==> config.mk <==
export PLATFORM = sky130hd
export DESIGN_NAME = fetch_unit
export DESIGN_NICKNAME = d
export VERILOG_FILES = /design/src/rtl/fetch_unit_pkg.sv /design/src/rtl/fetch_pcnext.sv /design/src/rtl/fetch_unit.sv
export SDC_FILE = /design/constraint.sdc
export NUM_CORES = 1
export LEC_CHECK = 0
export BUFFER_PORTS_ARGS = -buffer_cell sky130_fd_sc_hd__buf_4
export CORE_UTILIZATION = 49
export CTS_CLUSTER_DIAMETER = 100
export DETAILED_ROUTE_END_ITERATION = 8
export PLACE_DENSITY = 0.8
export SYNTH_ARGS = -nofsm -noshare
export SYNTH_HDL_FRONTEND = slang
export SYNTH_SLANG_ARGS = --single-unit
==> constraint.sdc <==
create_clock -name clk -period 2.95 [get_ports clk]
set_input_delay 0.7375 -clock clk [delete_from_list [all_inputs] [get_ports clk]]
set_output_delay 0.7375 -clock clk [all_outputs]
set_load 0.01 [all_outputs]
==> src/rtl/fetch_unit_pkg.sv <==
// Shared CPU-internal definitions for the fetch stage: state encodings,
// opcode field geometry and the branch offset field.
package fetch_unit_pkg;

  // Fetch sequencer states. ST_FAULT is only reachable when the fetch
  // watchdog is built in.
  typedef enum logic [1:0] {
    ST_IDLE  = 2'd0,
    ST_FETCH = 2'd1,
    ST_EXEC  = 2'd2,
    ST_FAULT = 2'd3
  } fetch_state_t;

  // The opcode occupies the top OP_W bits of the instruction word.
  localparam int OP_W = 4;

  // The branch displacement is a signed field at the bottom of the word.
  localparam int BR_OFF_LSB = 0;
  localparam int BR_OFF_W   = 6;

endpackage

==> src/rtl/fetch_pcnext.sv <==
// Combinational next-PC selection for the fetch stage.
// The priority is JUMP, then BRANCH, then sequential. All arithmetic wraps
// modulo 2^PCW.
module fetch_pcnext
  import fetch_unit_pkg::*;
#(
  parameter int IW  = 16,
  parameter int PCW = 8
) (
  input  logic [PCW-1:0] pc,
  input  logic [IW-1:0]  instr,
  input  logic           jump,
  input  logic           branch,
  output logic [PCW-1:0] pc_next
);

  localparam logic [PCW-1:0] PC_ONE = PCW'(1);

  logic [BR_OFF_W-1:0] br_off;
  logic [PCW-1:0]      br_off_sext;
  logic [PCW-1:0]      pc_inc;

  assign br_off      = instr[BR_OFF_LSB +: BR_OFF_W];
  assign br_off_sext = {{(PCW - BR_OFF_W){br_off[BR_OFF_W-1]}}, br_off};
  assign pc_inc      = pc + PC_ONE;

  // Select the next PC. JUMP overrides BRANCH when both are asserted.
  always_comb begin
    pc_next = pc_inc;
    if (jump) begin
      pc_next = instr[PCW-1:0];
    end else if (branch) begin
      pc_next = pc_inc + br_off_sext;
    end
  end

endmodule

==> src/rtl/fetch_unit.sv <==
// Program-counter and instruction-fetch stage.
// This stage owns the PC and fetches one word per step over a req/ack
// handshake. It presents each fetched word for exactly one EXEC cycle, and
// it applies the JUMP/BRANCH decision from the control unit at the end of
// that cycle.
// Optional build macro: FETCH_TIMEOUT_EN. When it is defined, a watchdog
// limits how long a fetch may wait for its ack. When the watchdog expires,
// the stage parks in a sticky FAULT state.
module fetch_unit
  import fetch_unit_pkg::*;
#(
  parameter int             IW       = 16,
  parameter int             PCW      = 8,
  parameter logic [PCW-1:0] RESET_PC = '0,
  parameter int             TIMEOUT  = 64
) (
  input  logic            clk,
  input  logic            rst,
  output logic            ireq,
  output logic [PCW-1:0]  iaddr,
  input  logic            iack,
  input  logic [IW-1:0]   idata,
  input  logic            stall,
  input  logic            jump,
  input  logic            branch,
  output logic [OP_W-1:0] op,
  output logic [IW-1:0]   instr,
  output logic            exec,
  output logic [PCW-1:0]  pc,
  output logic            fault
);

  fetch_state_t   state;
  fetch_state_t   state_nxt;
  logic [PCW-1:0] pc_next;

  fetch_pcnext #(
    .IW (IW),
    .PCW(PCW)
  ) u_pcnext (
    .pc     (pc),
    .instr  (instr),
    .jump   (jump),
    .branch (branch),
    .pc_next(pc_next)
  );

  assign iaddr = pc;
  assign op    = instr[IW-1 -: OP_W];

`ifdef FETCH_TIMEOUT_EN
  localparam int WD_W = $clog2(TIMEOUT + 1);

  logic [WD_W-1:0] wdog;
  logic            wdog_expired;

  // The watchdog expires on the last permitted un-acked FETCH cycle.
  assign wdog_expired = (wdog == WD_W'(TIMEOUT - 1));

  // Count consecutive un-acked FETCH cycles. Leaving FETCH clears the count.
  always_ff @(posedge clk) begin
    if (rst) begin
      wdog <= '0;
    end else if (state == ST_FETCH && !iack) begin
      wdog <= wdog + WD_W'(1);
    end else begin
      wdog <= '0;
    end
  end
`endif

  // State, PC and instruction registers with synchronous reset.
  // NOTE: sequential state uses non-blocking assignments, so every register
  // samples the pre-edge values of the others.
  always_ff @(posedge clk) begin
    if (rst) begin
      state <= ST_IDLE;
      pc    <= RESET_PC;
      instr <= '0;
    end else begin
      state <= state_nxt;
      if (state == ST_FETCH && iack) begin
        instr <= idata;
      end
      if (state == ST_EXEC) begin
        pc <= pc_next;
      end
    end
  end

  // Next-state and Moore outputs of the fetch sequencer.
  // NOTE: every output gets a default before the case, so no path can leave
  // one unassigned and infer a latch.
  always_comb begin
    state_nxt = state;
    ireq      = 1'b0;
    exec      = 1'b0;
    fault     = 1'b0;
    case (state)
      ST_IDLE: begin
        if (!stall) begin
          state_nxt = ST_FETCH;
        end
      end
      ST_FETCH: begin
        ireq = 1'b1;
        if (iack) begin
          state_nxt = ST_EXEC;
        end
`ifdef FETCH_TIMEOUT_EN
        else if (wdog_expired) begin
          state_nxt = ST_FAULT;
        end
`endif
      end
      ST_EXEC: begin
        exec      = 1'b1;
        state_nxt = stall ? ST_IDLE : ST_FETCH;
      end
`ifdef FETCH_TIMEOUT_EN
      ST_FAULT: begin
        fault = 1'b1;
      end
`endif
      default: begin
        state_nxt = ST_IDLE;
      end
    endcase
  end

endmodule

Word level (Yosys, flattened, before mapping)
Index checks and enable logic that the tools add are counted.
{"block": "word_totals", "ff_bits": 26, "input_bits": 22, "out_inout_bits": 39, "word_cells": 20}
{"block": "classes", "addsub": 2, "eq_ne": 4, "mux": 8, "n_reduce_logical": 3}
{"op": "two-way mux 8 bit", "count": 2}
{"op": "adder 8 x 1 -> 8 bit (second input constant)", "count": 1}
{"op": "adder 8 bit", "count": 1}
{"op": "case mux 2 bit (3 select lines)", "count": 1}
{"op": "two-way mux 2 bit", "count": 2}
{"op": "!= test 2 bit (second input constant)", "count": 2}
{"op": "two-way mux 1 bit", "count": 3}
{"op": "== test 2 x 1 -> 1 bit (second input constant)", "count": 1}
{"op": "== test 2 bit (second input constant)", "count": 1}
{"op": "zero test 2 bit", "count": 1}
{"op": "AND reduction 2 bit", "count": 1}
{"op": "logical AND 1 bit", "count": 1}

Longest topological paths before layout
{"block": "logic_depth", "depth_word": 4, "mapped_depth": 10, "mapped_depth_nobuf": 10}

By module
A second synthesis with hierarchy kept.
{"block": "hier_totals", "hier_cells": 218, "hier_area_um2": 1706.6}
{"module": "fetch_unit", "n_inst": 1, "cells_per_inst": 129, "area_per_inst_um2": 1081.0, "seq_area_each_um2": 520.5}
{"module": "fetch_pcnext", "n_inst": 1, "cells_per_inst": 89, "area_per_inst_um2": 625.6, "seq_area_each_um2": 0.0}

Worst setup path after synthesis
OpenSTA, ideal clock, no wires.
{"block": "synth_timing", "kind": "reg2reg", "from": "reg pc[0], in the netlist iaddr[0]", "to": "reg pc[7], in the netlist iaddr[7]", "setup_time_ns": 0.103, "arrival_time_ns": 2.555, "required_ns": 2.847, "slack_ns": 0.292, "stages_incl_launch_ff": 11, "path_buffers": 0, "period_less_slack_ns": 2.658, "path_cell_list": "dfxtp_1 -> ha_1 -> nand3_1 -> xnor2_1 -> ha_1 -> inv_1 -> o21bai_1 -> o221a_1 -> a311o_1 -> mux2_4 -> a2111oi_2"}
{"block": "synth_via", "elab_chain_len": 4}
{"item": "start, declared", "line_no": "fetch_unit.sv:29", "text": "output logic [PCW-1:0] pc,"}
{"item": "start signal, assigned", "line_no": "fetch_unit.sv:86", "text": "pc <= pc_next;"}
{"item": "adder 8 x 1 -> 8 bit (*)", "line_no": "fetch_pcnext.sv:25", "text": "assign pc_inc = pc + PC_ONE;"}
{"item": "adder 8 bit", "line_no": "fetch_pcnext.sv:33", "text": "pc_next = pc_inc + br_off_sext;"}
{"item": "two-way mux 8 bit (*)", "line_no": "fetch_pcnext.sv:32", "text": "end else if (branch) begin"}
{"item": "two-way mux 8 bit (*)", "line_no": "fetch_pcnext.sv:30", "text": "if (jump) begin"}
Mark *: on every way between the ends. The rest lies on a longest branch, timed or not.
A chain may end at the register's enable or synchronous reset.

Worst setup path in the final report
{"block": "layout_timing", "from": "reg pc[3], in the netlist iaddr[3]", "to": "reg pc[7], in the netlist iaddr[7]"}
The elaborated chain is that of the path after synthesis.

==> flow_summary.json <==
{
  "status": "finished, final reports clean",
  "r2r-start": "iaddr[3]$_SDFFE_PP0P_",
  "drc": 0,
  "setup-violations-final": 0,
  "drt_iter0_drc": 73,
  "final_cell_mix": "60 x buf_4, 45 x nand2_1, 27 x a21oi_1",
  "fin_ws_ns": 0.185,
  "final_common_cell": "buf_4",
  "viasPerCell": 5.27,
  "yosysWarnings": 0,
  "worstSetupEndpointType": "flip-flop",
  "cts_buffers": 3,
  "die-area_um2": 3520,
  "cp.arrival_ns": 2.99,
  "yosysSeqAreaShare": 0.323,
  "synthCells": 209,
  "hold_path.class": "flip-flop to flip-flop",
  "whs_ns": 0.468,
  "multiInputGateArea_um2": 936,
  "num_rows": 20,
  "fp.dieH_um": 59.4,
  "slew_headroom": 0.640,
  "fin_worst_skew_ns": 0.00533,
  "area_delta_synth_final_pct": 26.4,
  "drive_gt1_frac": 0.279,
  "crit_type": "flip-flop to flip-flop",
  "start_util": 0.524,
  "num_vias": 1556,
  "synth_seq_cells": 26,
  "seqCellArea_um2": 522,
  "overflow": 0,
  "ios": 61,
  "min_path_cells": 2,
  "path_clk_slew_ns": 0.15,
  "synth_edf_count": 0,
  "clock_path_buffers": 2,
  "globalRouteTotalUtil": 0.230,
  "place_hpwl_mm": 2.83,
  "place_congestion": 0.863,
  "die_x_um": 59.4,
  "r2r-end": "iaddr[7]$_SDFFE_PP0P_",
  "grt_pass1_vias": 1418,
  "finalWorstPathRequiredPeriod_ns": 2.77,
  "peakVddDrop_v": 0.000289,
  "powerDensity_nw_per_um2": 359,
  "ys.flop_type": "dfxtp_1",
  "synthesis.area_um2": 1610,
  "path_cells": "and3_1, nand3_1, xnor2_1, ha_1, or4b_1, nor3_1, a311o_1, mux2_4, a2111oi_2",
  "timing.critical_path.buf_inv": 0,
  "hold_violations": 0,
  "crit_slowest_cell": "or4b_1",
  "synth.distinct_cells": 43,
  "clock-root-buffer": "clkbuf_4",
  "antenna_left": 0,
  "worstMarginPinSlew_ns": 0.539,
  "power.total_mw": 0.732,
  "hold_start": "instr[10]$_SDFFE_PP0P_",
  "worstPathMaxFanout": 7,
  "setup_tns_ns": 0,
  "cp-start-kind": "flip-flop",
  "r2r_slack_ns": 0.18,
  "htree_levels": 1,
  "diodes": 0,
  "cts_tree": "yes",
  "ff2ff_path_depth": 9,
  "worstPathRequired_ns": 3.18,
  "drv_slew": 0,
  "cap_violations": 0,
  "portBuffers": 59,
  "fmax_ghz": 0.362,
  "crit_family": "simple AND/OR/NAND/NOR gates",
  "min_to": "instr[10]$_SDFFE_PP0P_",
  "async_flop_share": 0,
  "rsz0062_at_grt": "false",
  "core_area_um2": 3080,
  "wl_per_cell_um": 12.6,
  "fill_cells": 300,
  "grt_max_degree": 27,
  "firstDrtPassIters": 4,
  "cp.depth": 9,
  "clkSinkCount": 26,
  "nets": 284,
  "place_worst_setup_slack_ns": 0.186,
  "synth.avg_cell_area_um2": 7.72,
  "wl_mm": 3.73,
  "grt_pass1_wl_mm": 6.22,
  "p_leak_nw": 0.942,
  "worst_path_largest_cell_delay_ns": 0.51,
  "synth_nets": 241,
  "period_share": 0.937,
  "clock_latency_ns": 0.32,
  "antenna_found_initial": 0,
  "final_util": 0.662
}
## registers in the layout, indices dropped and copies added (netlist names)
register  flops
iaddr         8
instr        16
state         2
## worst min-delay path: stages (launching register included)
cell     delay [ns]
dfxtp_1        0.34
nand2_1        0.05
a21oi_1        0.05
## repair_timing
action / CTS / global route
gates resized for setup: 0 / 2
endpoints found under the setup margin: 0 / 1
setup buffers: 0 / 0
hold buffers: 0 / 0
## Yosys cell counts (all sizes together) (2+ instances only)
cell | count | area (um^2)
nor2 | 11 | 41.3
o21ai | 9 | 45.0
nor3 | 4 | 20.0
clkbuf | 5 | 18.8
nor2b | 2 | 12.5
o21bai | 2 | 15.0
nand3 | 5 | 25.0
and2 | 2 | 12.5
xor2 | 3 | 26.3
a211oi | 3 | 22.5
buf | 17 | 123
or3 | 2 | 12.5
nand2 | 45 | 169
inv | 6 | 22.5
xnor2 | 5 | 43.8
dfxtp | 26 | 521
o211ai | 3 | 22.5
a21o | 2 | 15.0
and3 | 2 | 12.5
a21oi | 27 | 135
ha | 9 | 113
mux2i | 2 | 20.0
## metal layers
layer / track usage / up-vias / wire length, um
li1: - / 795 / -
met1: 0.318 / 707 / 1740
met2: 0.360 / 52 / 1760
met3: 0.0349 / 2 / 200
met4: 0.0850 / 0 / 27
met5: 0 / - / 0
## kinds of logic (layout without fill, tap and decap cells)
| family | count (synthesis) | in the layout | synth area share |
|---|---|---|---|
| buffers and inverters | 28 | 70 | 0.102 |
| XOR/XNOR | 8 | 8 | 0.0434 |
| AND/OR/NAND/NOR | 80 | 80 | 0.225 |
| flip-flops | 26 | 26 | 0.323 |
| AO/OA/AOI/OAI | 53 | 53 | 0.201 |
| multiplexers | 3 | 3 | 0.0217 |
| other | 1 | 1 | 0.00233 |
| adder cells (fa/ha/maj) | 10 | 10 | 0.0822 |
## layout make-up
cell class,instances,share of cell area
Clock buffer,3,0.0110
Clock inverter,1,0.0147
Inverter,6,0.0110
Multi-Input combinational cell,155,0.459
Sequential cell,26,0.256
Tap cell,44,0.0270
Timing Repair Buffer,60,0.221
## where the power goes
group / internal, mW / total [mW] / switching [mW] / leakage (nW)
clock: 0.137 / 0.245 / 0.108 / 0.0279
combinational: 0.0558 / 0.114 / 0.0577 / 0.702
sequential: 0.362 / 0.373 / 0.0112 / 0.211
## how the worst max path moves through the flow
| stage | start | end | slack, ns |
|---|---|---|---|
| final | iaddr[3]$_SDFFE_PP0P_ | iaddr[7]$_SDFFE_PP0P_ | 0.18 |
| after global routing | iaddr[0]$_SDFFE_PP0P_ | iaddr[7]$_SDFFE_PP0P_ | 0.02 |
| after CTS | iaddr[1]$_SDFFE_PP0P_ | iaddr[7]$_SDFFE_PP0P_ | 0.15 |
| after detailed placement | iaddr[1]$_SDFFE_PP0P_ | iaddr[7]$_SDFFE_PP0P_ | 0.19 |
| after global placement | iaddr[2]$_SDFFE_PP0P_ | iaddr[7]$_SDFFE_PP0P_ | 0.29 |
| after floorplan | iaddr[0]$_SDFFE_PP0P_ | iaddr[7]$_SDFFE_PP0P_ | 0.29 |
## per-stage QoR
step | cells | cell area (um^2)
after global routing | 295 | 2040
after global placement | 291 | 1980
after floorplan | 209 | 1610
after CTS | 295 | 2030
final | 295 | 2040
after detailed placement | 291 | 1980
(Power assumes the default switching activity.)
